==> src/rtl/txdata_arbiter.sv <==
// ============================================================================
//  Module   : txdata_arbiter
//  Purpose  : Round-robin arbiter sharing one hex-word serial transmitter
//             between NCH requesters, each with a one-word holding register.
//  Revision : 1.0 - initial release
// ============================================================================
`default_nettype none

module txdata_arbiter #(
    parameter int NCH = 4,
    parameter int DW  = 32,
    parameter int CW  = 2
) (
    input  logic              i_clk,
    input  logic              i_reset,
    input  logic [NCH-1:0]    i_stb,
    input  logic [NCH*DW-1:0] i_data,
    output logic [NCH-1:0]    o_busy,
    output logic              o_tx_stb,
    output logic [DW-1:0]     o_tx_data,
    output logic [CW-1:0]     o_tx_chan,
    input  logic              i_tx_busy
);

    localparam logic [1:0]    c_IDLE    = 2'd0;
    localparam logic [1:0]    c_ISSUE   = 2'd1;
    localparam logic [1:0]    c_HOLDOFF = 2'd2;
    localparam logic [1:0]    c_DRAIN   = 2'd3;
    localparam logic [CW-1:0] c_LAST    = CW'(NCH - 1);

    logic [1:0]     r_state_q,   w_state_d;
    logic [DW-1:0]  r_hold_q [NCH];
    logic [DW-1:0]  w_hold_d [NCH];
    logic [NCH-1:0] r_pend_q,    w_pend_d;
    logic [CW-1:0]  r_ptr_q,     w_ptr_d;
    logic           r_tx_stb_q,  w_tx_stb_d;
    logic [DW-1:0]  r_tx_data_q, w_tx_data_d;
    logic [CW-1:0]  r_tx_chan_q, w_tx_chan_d;

    logic           w_start;
    logic           w_accept;
    logic [CW-1:0]  w_grant;
    logic [CW-1:0]  w_idx;

    assign w_start  = (r_state_q == c_IDLE) && !i_tx_busy && (|r_pend_q);
    assign w_accept = (r_state_q == c_ISSUE) && !i_tx_busy;

    // Scan from the farthest offset back to ptr so the nearest pending channel wins.
    always_comb begin
        w_grant = r_ptr_q;
        w_idx   = r_ptr_q;
        for (int i = NCH - 1; i >= 0; i--) begin
            w_idx = CW'((int'(r_ptr_q) + i) % NCH);
            if (r_pend_q[w_idx]) begin
                w_grant = w_idx;
            end
        end
    end

    // State register
    always_ff @(posedge i_clk) begin
        if (i_reset) begin
            r_state_q <= c_IDLE;
        end else begin
            r_state_q <= w_state_d;
        end
    end

    // Next-state logic
    always_comb begin
        w_state_d = r_state_q;
        case (r_state_q)
            c_IDLE:    if (w_start)    w_state_d = c_ISSUE;
            c_ISSUE:   if (w_accept)   w_state_d = c_HOLDOFF;
            c_HOLDOFF:                 w_state_d = c_DRAIN;
            c_DRAIN:   if (!i_tx_busy) w_state_d = c_IDLE;
            default:                   w_state_d = c_IDLE;
        endcase
    end

    // Datapath / output logic
    always_comb begin
        w_pend_d    = r_pend_q;
        w_ptr_d     = r_ptr_q;
        w_tx_stb_d  = r_tx_stb_q;
        w_tx_data_d = r_tx_data_q;
        w_tx_chan_d = r_tx_chan_q;
        for (int k = 0; k < NCH; k++) begin
            w_hold_d[k] = r_hold_q[k];
            if (i_stb[k] && !r_pend_q[k]) begin
                w_hold_d[k] = i_data[k*DW +: DW];
                w_pend_d[k] = 1'b1;
            end
        end
        if (w_start) begin
            w_tx_data_d = r_hold_q[w_grant];
            w_tx_chan_d = w_grant;
            w_tx_stb_d  = 1'b1;
        end
        // A channel is never captured while pending, so this clear cannot collide with a capture.
        if (w_accept) begin
            w_pend_d[r_tx_chan_q] = 1'b0;
            w_ptr_d               = (r_tx_chan_q == c_LAST) ? '0 : r_tx_chan_q + 1'b1;
            w_tx_stb_d            = 1'b0;
        end
    end

    always_ff @(posedge i_clk) begin
        if (i_reset) begin
            r_pend_q    <= '0;
            r_ptr_q     <= '0;
            r_tx_stb_q  <= 1'b0;
            r_tx_data_q <= '0;
            r_tx_chan_q <= '0;
            for (int k = 0; k < NCH; k++) begin
                r_hold_q[k] <= '0;
            end
        end else begin
            r_pend_q    <= w_pend_d;
            r_ptr_q     <= w_ptr_d;
            r_tx_stb_q  <= w_tx_stb_d;
            r_tx_data_q <= w_tx_data_d;
            r_tx_chan_q <= w_tx_chan_d;
            for (int k = 0; k < NCH; k++) begin
                r_hold_q[k] <= w_hold_d[k];
            end
        end
    end

    assign o_busy    = r_pend_q;
    assign o_tx_stb  = r_tx_stb_q;
    assign o_tx_data = r_tx_data_q;
    assign o_tx_chan = r_tx_chan_q;

endmodule

`default_nettype wire

==> config.mk <==
export PLATFORM = sky130hd
export DESIGN_NAME = txdata_arbiter
export DESIGN_NICKNAME = d
export VERILOG_FILES = /design/src/rtl/txdata_arbiter.sv
export SDC_FILE = /design/constraint.sdc
export NUM_CORES = 1
export LEC_CHECK = 0
export BUFFER_PORTS_ARGS = -buffer_cell sky130_fd_sc_hd__buf_2
export CORE_MARGIN = 2
export CORE_UTILIZATION = 55
export DETAILED_ROUTE_END_ITERATION = 8
export PLACE_DENSITY = 0.92
export RECOVER_POWER = 100
export SLEW_MARGIN = 0
export SYNTH_ARGS = -nofsm -noshare
export SYNTH_HDL_FRONTEND = slang
export SYNTH_SLANG_ARGS = --single-unit
==> constraint.sdc <==
create_clock -name i_clk -period 4.8 [get_ports i_clk]
set_clock_uncertainty 0.05 [all_clocks]
set_input_delay 0.96 -clock i_clk [delete_from_list [all_inputs] [get_ports i_clk]]
set_output_delay 0.96 -clock i_clk [all_outputs]
set_load 0.02 [all_outputs]
; ---- Word level (Yosys, flattened, before mapping)
; Memory sizes are Yosys's and may differ from the RTL's. A register that Yosys moved wholly into a read port is not among the register bits.
; Cells that the tools add are included.
[totals]
memories = 1
register_bits = 11
word_cells = 89
out_inout_bits = 39
mem_bits_rw = 128
inputBits = 135
[op_classes]
n_reduce_logical = 21
magnitude_cmp = 6
mux = 35
n_eq_ne = 11
n_bitwise = 6
addsub = 4
[memory_table]
columns = name, depth, width, rd, rd_clocked_by_memory_dff, wr, line
row1 = r_hold_q, 4, 32, 1, 1, 4, 32  ; logic [DW-1:0] r_hold_q [NCH];
[op_table]
columns = op, count
row1 = two-way mux 32 bit, 8
row2 = two-way mux 2 bit, 8
row3 = less-than comparator 2 x 3 -> 1 bit (second input constant), 5
row4 = two-way mux 1 bit, 12
row5 = binary-select mux 1 bit (select 2 bit), 4
row6 = logical AND 1 bit, 8
row7 = one-hot mux 2 bit (4 select lines), 1
row8 = AND reduction 2 bit, 4
row9 = == test 2 bit (second input constant), 3
row10 = inequality test 2 bit (second input constant), 3
row11 = logical NOT 1 bit, 5
row12 = adder 2 x 1 -> 2 bit (second input constant), 2
row13 = adder 2 bit (second input constant), 2
row14 = bitwise AND 4 bit, 1
row15 = two-way mux 4 bit, 1
row16 = inequality test 1 bit (second input constant), 4
row17 = NOT 4 bit, 1
row18 = bitwise OR 1 bit, 4
row19 = OR reduction 4 bit, 1
row20 = AND reduction 3 bit, 1
row21 = demux 1 bit (select 2 bit), 1
row22 = == test 2 x 1 -> 1 bit (second input constant), 1
row23 = >= comparator 2 x 1 -> 1 bit (second input constant), 1
row24 = logical NOT 2 bit, 1
row25 = OR reduction 2 bit, 1

; ---- Longest topological paths before layout
; Gate-level depths: netlist of run 1.
[depth]
depth_word = 7
ltp_mapped = 8
depth_no_buf = 7

; ---- Worst setup path after synthesis of run 1
; OpenSTA, ideal clock, no wires.
[synth_timing]
kind = in2reg
from = input i_reset
to = memory r_hold_q[0][0] (enable)
path_buffers = 1
slack_ps = 2309
stages = 2
t_required_ps = 4356
arrival_time_ps = 2047
setup_ps = 394
path_cell_list = clkbuf_1 nand2b_1
[synth_rtl]
columns = element, line
row1 = from (decl), 15  ; input logic i_reset,
row2 = to (decl), 32

; ---- Final worst setup path of run 1
[layout_timing]
from = register r_pend_q[3], in the netlist o_busy[3]
to = register r_tx_data_q[3], in the netlist o_tx_data[3], read port of r_hold_q
[layout_via]
elab_chain_cells = 6
elab_cells_between_ends = 14
cone_classes = 12 x mux / 2 x reduce/logical
[layout_rtl]
columns = element, line
row1 = from (decl), 34  ; logic [NCH-1:0] r_pend_q, w_pend_d;
row2 = from (signal assigned), 119  ; r_pend_q <= w_pend_d;
row3 = binary-select mux 1 bit (select 2 bit), 54  ; if (r_pend_q[w_idx]) begin
row4 = two-way mux 1 bit (not written as such), 54
row5 = two-way mux 2 bit (4 in a row), 54
row6 = to (decl), 37  ; logic [DW-1:0] r_tx_data_q, w_tx_data_d;
; Parallel ways exist; a longest one is shown, timed or not. The select of a mux whose other input is x is not followed.
; A chain may end at the register's enable or synchronous reset.

==> results of run 1 <==
[where the power goes]
part | leakage [µW] | total (µW) | internal [µW] | switching (µW)
sequential | 0.00173 | 1840 | 1760 | 79.9
clock | 0.000281 | 1390 | 817 | 569
combinational | 0.00143 | 689 | 259 | 430
total | 0.00345 | 3910 | 2830 | 1080
[how the worst min path moves through the flow]
stage | start | end | cells past startpoint
2_1_floorplan | r_hold_q[0][14] | o_tx_data[14] | 2
3_3_place_gp | o_tx_data[31] | o_tx_data[31] | 2
3_5_place_dp | o_tx_data[18] | o_tx_data[18] | 2
4_1_cts | o_tx_data[31] | o_tx_data[31] | 2
5_1_grt | o_tx_data[18] | o_tx_data[18] | 2
6_report | o_tx_data[31] | o_tx_data[31] | 2
[worst reg2reg max path: stages (launching register included)]
cell and delay [ns]:
dfxtp_1 0.49, nand3b_1 0.18, o31ai_1 0.12, o21ai_4 0.13, clkbuf_2 1.54, mux2i_1 0.61
o221ai_2 0.28
[cell usage in the layout, fill, tap and decap left out, types with 2 or more instances in the layout]
cell type | synthesis | final
a211oi_1 | 4 | 4
a21oi_1 | 3 | 3
and2_0 | 0 | 90
and2_1 | 128 | 38
buf_2 | 5 | 133
bufinv_16 | 0 | 3
clkbuf_1 | 15 | 48
clkbuf_16 | 0 | 17
clkinv_1 | 0 | 2
clkinv_2 | 0 | 2
clkinvlp_4 | 0 | 4
dfxtp_1 | 43 | 43
edfxtp_1 | 128 | 128
ha_1 | 8 | 8
inv_1 | 7 | 7
inv_2 | 2 | 2
inv_6 | 0 | 3
mux2i_1 | 66 | 66
nand2_1 | 39 | 39
nand2b_1 | 6 | 6
nor2_1 | 17 | 17
nor2b_1 | 2 | 2
o21ai_0 | 2 | 2
o221ai_1 | 2 | 2
o221ai_2 | 30 | 30
o22ai_1 | 4 | 4
[state kept, by name, indices dropped and copies added (netlist names)]
name and cells:
r_ptr_q 2, o_tx_chan 2, o_busy 4, o_tx_data 32, r_state_q 2, o_tx_stb 1
r_hold_q 128
[metrics by stage]
| step | total power [µW] | std cells | instance area (µm²) |
|---|---|---|---|
| 6_report | 3910 | 894 | 8900 |
| 5_1_grt | 4040 | 894 | 8900 |
| 4_1_cts | 3930 | 894 | 8980 |
| 3_5_place_dp | 2550 | 862 | 8380 |
| 3_3_place_gp | 2520 | 862 | 8380 |
| 2_1_floorplan | 2320 | 536 | 7410 |
[per-layer routing]
metal  wire length [µm]  share of wire (%)
met2               7980                 47
met3               1280                7.5
met5                  0                  0
met4                670                3.9
met1               7190                 42
[logic make-up (layout without fill, tap and decap cells)]
| group | after synthesis | count (layout) |
|---|---|---|
| muxes | 66 | 66 |
| adders and majority gates | 8 | 8 |
| AOI/OAI and AO/OA | 50 | 50 |
| buffers and inverters | 41 | 223 |
| and+or+nand+nor | 200 | 200 |
| DFF | 171 | 171 |
[cell type report]
cell class	count	share of cell area, %
clock buffers	17	4.78
flip-flops and latches	171	52.9
well taps	176	2.48
repair buffers	182	9.56
clock inverters	15	1.94
inverters	9	0.380
multi-input cells	324	28.0
==> flow_summary_export.csv, run 1 <==
group,metric,value,unit
outcome,status,"complete, but fails checks",
outcome,violations,"max-capacitance violations, max-slew violations",
yosys,synthTopCellsByArea,"edfxtp_1 52%, dfxtp_1 12%, and2_1 11%",
clock_network,numCtsBuffers,17,
critical_path,cp_num_cells,6,
placement,gp_congestion,0.869,
detailed_routing,viasPerCell,5.46,
timing,worstMarginPinSlew,2.24,ns
final_layout,nNetsFinal,848,
timing,slew_viol_final,198,
global_routing,met3_usage,5.94,%
floorplan,die_w,120,µm
detailed_routing,wl_per_cell,19.1,µm
global_routing,grt_util_met1,33.2,%
floorplan,die-height,120,µm
critical_path,cp-start-kind,"flip-flop",
critical_path,critPathCaptureType,"flip-flop",
yosys,yosysWarnings,0,
detailed_routing,antenna_left,0,
timing,fin_crit_sh,72.9,%
floorplan,core_area,13200,µm²
yosys,synth_nets,679,
critical_path,worstSetupPathType,"reg2reg",
final_layout,final_core_util,67.4,%
clock_network,hold_buffers,0,
placement,pre_cts_slack,2.14,ns
yosys,ys_async_sr_fraction,0,%
global_routing,grtUsageTotal,24.5,%
clock_network,cts_max_path_buffers,2,
yosys,synthTopCellsByCount,"128 x and2_1, 128 x edfxtp_1, 66 x mux2i_1",
critical_path,crit_family,"buffers and inverters",
yosys,synth_seq_area_share,63.5,%
yosys,synth.distinct_cells,34,
clock_network,cts.repair.resized,0,
yosys,yosysTopAreaCell,"edfxtp_1",
timing,holdWs,0.423,ns
min_path,hold_path.class,"reg2reg",
detailed_routing,num_vias,4884,
clock_network,clockRootBuffer,"clkbuf_16",
critical_path,rr_endpoint,"o_tx_data[3]",
yosys,syn_avg_cell_area,13.8,µm²
yosys,synth_edf_count,128,
global_routing,grt_max_degree,66,
critical_path,startpoint,"o_busy[3]",
power_and_ir_drop,vdd_drop_max,0.334,mV
floorplan,die_area,14400,µm²
run,drv_cap,5,
yosys,synth_top_family_by_area,"simple AND/OR/NAND/NOR gates",
clock_network,cts_tree,"done",
timing,timing.setup.tns,0,ns
global_routing,antenna_found_initial,0,
final_layout,diodes,0,
timing,min_period,3.50,ns
yosys,synth_xor_area_share,0,%
timing,rsz0062_at_grt,"false",
detailed_routing,dr.first_iter.drc_count,308,
final_layout,fillers,969,
critical_path,cp_max_fo,65,
global_routing,grt_pass1_wl,26300,µm
yosys,synth.area.mux_share,8.92,%
yosys,synth_top_cell_area_share,51.9,%
critical_path,crit_slowest_cell,"clkbuf_2",
timing,worst_slack,1.30,ns
yosys,synth_fa_ha_area_share,1.35,%
floorplan,initial_utilization,56.2,%
timing,fmax,286,MHz
yosys,syn_area,7410,µm²
critical_path,critPathBufInv,1,
timing,setup_viol,0,
clock_network,cts.sinks,171,
final_layout,area_growth,20.1,%
floorplan,num_rows,42,
floorplan,io_pins,174,
clock_network,postCtsSetupBuffers,0,
global_routing,grt_pass1_vias,4927,
clock_network,clk_latency,0.43,ns
final_layout,layout-drive-gt1-share,28.3,%
global_routing,use_met2,36.8,%
yosys,synth_seq_cells,171,
placement,post-dp-hpwl,11800,µm
final_layout,regArea,4700,µm²
timing,finalHoldViolations,0,
detailed_routing,routed_wirelength,17100,µm
clock_network,path_clk_slew,0.06,ns
power_and_ir_drop,powerDensity,440,nW/µm²
critical_path,reg2reg_from,"o_busy[3]",
timing,slew_headroom,-49.2,%
final_layout,multiInputGateArea,2490,µm²
yosys,synth_simple_gate_area_share,15.3,%
placement,portBuffers,173,
global_routing,top_usage_layer,"met2",
yosys,synth_compound_area_share,7.94,%
global_routing,grt_overflow,0,
critical_path,crit_arrival,3.78,ns
detailed_routing,drc,0,
clock_network,htree_levels,4,
critical_path,worstPathRequired,5.08,ns
critical_path,crit_end,"o_tx_data[3]",
critical_path,rrSetupSlack,1.30,ns
critical_path,worstRegToRegCells,6,
yosys,synth_ff_type,"edfxtp_1",
critical_path,slowest_delay,1.54,ns
critical_path,crit_chain,"nand3b_1 -> o31ai_1 -> o21ai_4 -> clkbuf_2 -> mux2i_1 -> o221ai_2",
power_and_ir_drop,p_leak,0.00345,µW
detailed_routing,dr.pass1.iters,5,
yosys,syn-instance-count,536,
Note: power is estimated with default switching activity, not from simulation.
==> run 2, diff against run 1 <==
CORE_UTILIZATION = 54   (was 55)
PLACE_DENSITY = 0.91   (was 0.92)
clock period = 3.5 ns   (was 4.8 ns; I/O delays follow)
==> run 2 against run 1 <==
  * The flow still finishes with violations (max-capacitance violations, max-slew violations)
  * Cell count unchanged
  * Highest routed layer unchanged
  * Via count down 1.9%
  * Register-to-register slack worse by 0.62 ns
  * Setup slack worse by 0.64 ns
  * Critical path depth down 3
  * Design area down 2.5%
  * Worst hold slack worse by 0.0070 ns
  * Die area up 1.8%
==> flow_summary_export.csv, run 2 (synthesis gave the netlist of run 1 again) <==
group,metric,value,unit
global_routing,grt_max_degree,66,
power_and_ir_drop,combinationalPowerShare,17.2,%
timing,fin_crit_sh,81.1,%
final_layout,final_cell_mix,"133 x buf_2, 128 x edfxtp_1, 89 x and2_0",
clock_network,numCtsBuffers,17,
clock_network,cts.repair.resized,0,
timing,setup_viol,0,
power_and_ir_drop,vdd_drop_max,0.293,mV
clock_network,cts_max_path_buffers,2,
global_routing,grtUsageTotal,23.1,%
critical_path,critPathCaptureType,"flip-flop",
final_layout,final_core_util,65.0,%
min_path,hold_path.class,"reg2reg",
clock_network,postCtsSetupBuffers,0,
timing,slew_headroom,-18.7,%
critical_path,crit_family,"buffers and inverters",
detailed_routing,met2RoutedLength,8020,µm
placement,place_inst,862,
power_and_ir_drop,p_leak,0.00341,µW
final_layout,fin_cells,894,
floorplan,die_area,14700,µm²
clock_network,hold_buffers,0,
outcome,status,"complete, but fails checks",
clock_network,clk_latency,0.41,ns
power_and_ir_drop,p_int,3650,µW
power_and_ir_drop,seqPwrFrac,49.4,%
clock_network,path_clk_slew,0.06,ns
critical_path,critPathBufInv,2,
timing,slew_viol_final,66,
clock_network,clockRootBuffer,"clkbuf_16",
critical_path,crit_top_cell,"clkbuf_1",
timing,min_period,2.84,ns
outcome,violations,"max-capacitance violations, max-slew violations",
final_layout,layout-drive-gt1-share,24.5,%
power_and_ir_drop,swShare,28.1,%
detailed_routing,wl_met1,7140,µm
global_routing,antenna_found_initial,0,
placement,gp_congestion,0.885,
detailed_routing,met3_length,1280,µm
critical_path,worstSetupPathType,"in2reg",
critical_path,worstPathRequired,3.46,ns
detailed_routing,wl_per_cell,18.8,µm
critical_path,crit_chain,"clkbuf_1 -> nand2b_1 -> clkbuf_1",
final_layout,mostFrequentLayoutCell,"buf_2",
placement,post-dp-hpwl,11800,µm
timing,timing.setup.tns,0,ns
critical_path,cp-start-kind,"primary input",
global_routing,grt_pass1_wl,25100,µm
critical_path,crit_arrival,2.79,ns
critical_path,slowest_delay,1.28,ns
power_and_ir_drop,netSwitchingPower,1430,µW
final_layout,diodes,0,
floorplan,num_rows,42,
detailed_routing,top_layer_used,"met4",
placement,portBuffers,173,
detailed_routing,routed_wirelength,16800,µm
final_layout,largest_reg_flops,128,
clock_network,cts_tree,"done",
detailed_routing,dr.first_iter.drc_count,337,
detailed_routing,drc,0,
floorplan,io_pins,174,
timing,rsz0062_at_grt,"false",
floorplan,initial_utilization,55.5,%
critical_path,crit_slowest_cell,"clkbuf_1",
detailed_routing,antenna_left,0,
timing,finalHoldViolations,0,
global_routing,grt_overflow,0,
run,drv_cap,2,
detailed_routing,num_vias,4793,
clock_network,cts.sinks,171,
detailed_routing,dr.pass1.iters,5,
global_routing,grt_pass1_vias,4738,
clock_network,htree_levels,4,
final_layout,area_growth,17.0,%
floorplan,die-height,121,µm
floorplan,core_area,13300,µm²
timing,fmax,353,MHz
power_and_ir_drop,p_clk_share,33.4,%
timing,worstMarginPinSlew,1.78,ns
critical_path,cp_max_fo,32,
power_and_ir_drop,powerDensity,586,nW/µm²
final_layout,top_register,"r_hold_q",
floorplan,die_w,121,µm
detailed_routing,viasPerCell,5.36,
final_layout,nNetsFinal,848,
## run 2: worst register-to-register path, cell delays in order, from the launching register on
cell,delay [ns]
dfxtp_1,0.40
or4_1,0.64
and3_1,0.28
nor2_2,0.98
nand2_1,0.23
o221ai_1,0.15
## run 2: power by group through the flow
| stage | logic (µW) | registers (µW) | clock network [µW] |
|---|---|---|---|
| final | 873 | 2510 | 1700 |
| after global routing | 946 | 2530 | 1790 |
| after CTS | 962 | 2500 | 1710 |
| after detailed placement | 955 | 2550 | 0 |
| after global placement | 921 | 2530 | 0 |
| after floorplan | 570 | 2610 | 0 |
## run 2: final timing paths
| check | cells past startpoint | from | slack (ns) | to |
|---|---|---|---|---|
| worst min-delay path | 2 | o_tx_data[12] | 0.42 | o_tx_data[12] |
| worst max-delay path | 3 | i_reset | 0.66 | r_hold_q[0][19] |
| worst min register to register | 2 | o_tx_data[12] | 0.42 | o_tx_data[12] |
| worst max register to register | 5 | o_busy[3] | 0.68 | o_tx_data[8] |
## run 2: per-stage QoR
stage / area (µm²) / total power (µW) / hold slack [ns] / setup WS, ns
after floorplan: 7410 / 3180 / 0.455 / 1.27
after global placement: 8400 / 3450 / 0.397 / 1.20
after detailed placement: 8400 / 3500 / 0.401 / 1.08
after CTS: 8940 / 5180 / 0.418 / 1.02
after global routing: 8670 / 5260 / 0.450 / 0.477
final: 8670 / 5080 / 0.416 / 0.663
## run 2: area by class of cell
cell class | count | area (µm²)
timing repair buffer | 182 | 868
multi-input combinational | 324 | 2300
sequential | 171 | 4700
clock buffer | 19 | 443
inverter | 9 | 33.8
clock inverter | 13 | 96.3
fill | 1020 | 4680
tap | 176 | 220
## run 2: routing by layer
layer,vias to the layer above,track usage (%)
met3,28,5.36
met5,-,0
met2,205,36.4
li1,2255,-
met1,2305,31.4
met4,0,8.41
==> run 3, diff against run 2 <==
CORE_UTILIZATION = 49   (was 54)
PLACE_DENSITY = 0.88   (was 0.91)
clock period = 2.5 ns   (was 3.5 ns; I/O delays follow)
==> run 3 against run 2 <==
  * The flow now finishes without violations
  * Register-to-register slack got worse by 0.28 ns
  * Critical path depth up 3
  * Count of clock-buffer cells in the layout up 5
  * Cell count is 1.6% higher
  * Core utilization decreased by 4.6 points
  * Total power rose by 45%
  * Die area grew 9.9%
  * First-iteration DRC count increased by 5.9%
  * Flip-flop and latch count is the same
  * Design area up 1.9%
  * Critical path type is now reg2reg
==> flow_summary_export.csv, run 3 (synthesis gave the netlist of run 1 again) <==
group,metric,value,unit
global_routing,grt_max_degree,34,
critical_path,critPathCaptureType,"flip-flop",
detailed_routing,antenna_left,0,
critical_path,crit_slowest_cell,"or4_1",
detailed_routing,routed_wirelength,17400,µm
floorplan,die_area,16100,µm²
timing,worstMarginPinSlew,1.20,ns
placement,gp_congestion,0.951,
detailed_routing,num_vias,4801,
placement,dpl-instance-area,8470,µm²
critical_path,slowest_delay,0.61,ns
timing,rsz0062_at_grt,"false",
final_layout,fillers,1202,
final_layout,final_cell_mix,"134 x buf_2, 128 x edfxtp_1, 91 x and2_0",
detailed_routing,drc,0,
clock_network,path_clk_slew,0.07,ns
timing,timing.setup.tns,0,ns
critical_path,crit_family,"simple AND/OR/NAND/NOR gates",
critical_path,cp-start-kind,"flip-flop",
min_path,hold_path.class,"in2reg",
critical_path,worstPathRequired,2.73,ns
placement,post-dp-hpwl,12800,µm
detailed_routing,dr.first_iter.drc_count,357,
final_layout,largest_reg_flops,128,
detailed_routing,wl_per_cell,19.1,µm
timing,fmax,477,MHz
clock_network,cts_tree,"done",
timing,fin_crit_sh,83.8,%
clock_network,clockRootBuffer,"clkbuf_16",
clock_network,clk_latency,0.42,ns
floorplan,io_pins,174,
clock_network,cts_max_path_buffers,2,
final_layout,mostFrequentLayoutCell,"buf_2",
global_routing,grt_pass1_vias,4856,
power_and_ir_drop,vdd_drop_max,0.399,mV
clock_network,numCtsBuffers,17,
timing,slew_viol_final,0,
floorplan,die_w,127,µm
clock_network,postCtsSetupBuffers,0,
timing,finalHoldViolations,0,
run,drv_cap,0,
global_routing,grt_overflow,0,
clock_network,cts.sinks,171,
floorplan,num_rows,44,
detailed_routing,dr.pass1.iters,5,
timing,min_period,2.10,ns
final_layout,nNetsFinal,853,
floorplan,initial_utilization,50.6,%
global_routing,antenna_found_initial,1,
floorplan,core_area,14600,µm²
clock_network,htree_levels,4,
critical_path,cp_max_fo,15,
outcome,status,"complete, no violations",
clock_network,cts.repair.resized,0,
critical_path,crit_arrival,2.32,ns
power_and_ir_drop,p_leak,0.00349,µW
final_layout,top_register,"r_hold_q",
critical_path,crit_chain,"or4_1 -> nand3_1 -> nor2_1 -> nand2_2 -> buf_4 -> o221ai_1",
power_and_ir_drop,powerDensity,833,nW/µm²
detailed_routing,viasPerCell,5.29,
placement,portBuffers,173,
final_layout,area_growth,19.3,%
final_layout,fin_area,8840,µm²
global_routing,grt_pass1_wl,26100,µm
clock_network,hold_buffers,0,
global_routing,grtUsageTotal,21.7,%
critical_path,critPathBufInv,1,
critical_path,worstSetupPathType,"reg2reg",
final_layout,layout-drive-gt1-share,25.9,%
floorplan,die-height,127,µm
timing,setup_viol,0,
final_layout,final_core_util,60.3,%
timing,slew_headroom,19.7,%
run 3: cell types whose count changed in the layout (fill, tap and decap cells not counted), sizes merged:
cell / delta
inv: +4
clkinv: -5
buf: +6
diode: +1
clkbuf: +4
clkinvlp: -4
run 3: report_power, final:
part           switching (µW)  internal (µW)
Sequential                149           3370
Clock                    1070           1500
Combinational             788            475
Total                    2010           5350
run 3: worst paths after layout:
path | from | end | slack, ns | cells past startpoint
worst max-delay path | o_busy[3] | o_tx_data[24] | 0.40 | 6
worst max register to register | o_busy[3] | o_tx_data[24] | 0.40 | 6
worst min-delay path | i_data[60] | r_hold_q[1][28] | 0.31 | 2
worst min register to register | o_tx_data[5] | o_tx_data[5] | 0.42 | 2
run 3: stage by stage:
| step | std cells | total power (µW) | hold slack, ns | worst slack (ns) |
|---|---|---|---|---|
| after detailed placement | 875 | 4940 | 0.400 | 0.399 |
| after CTS | 907 | 7500 | 0.289 | 0.396 |
| after global placement | 875 | 4880 | 0.394 | 0.458 |
| after floorplan | 536 | 4450 | 0.455 | 0.469 |
| final | 908 | 7360 | 0.307 | 0.405 |
| after global routing | 908 | 7620 | 0.294 | 0.258 |
run 3: final cells by class:
type / count / area [µm²] / share of cell area, %
Sequential cell: 171 / 4700 / 53.2
Clock inverter: 8 / 67.6 / 0.765
Tap cell: 184 / 230 / 2.61
Antenna cell: 1 / 2.50 / 0.0283
Clock buffer: 24 / 528 / 5.98
Multi-Input combinational cell: 324 / 2330 / 26.4
Timing Repair Buffer: 187 / 935 / 10.6
Inverter: 9 / 33.8 / 0.382
run 3: worst register-to-register path: cells and delay by family (launching register included):
family	cells	cell delay, ns
and+or+nand+nor	4	1.10
buffers and inverters	1	0.27
AOI/OAI and AO/OA	1	0.16
DFF	1	0.38
run 3: metal layers:
metal	up-vias	share of wire, %	global-route usage, %
met5	-	0	0
met4	0	3.0	8.79
met3	31	5.5	3.77
met2	184	49	34.7
met1	2321	43	29.9
li1	2265	-	-
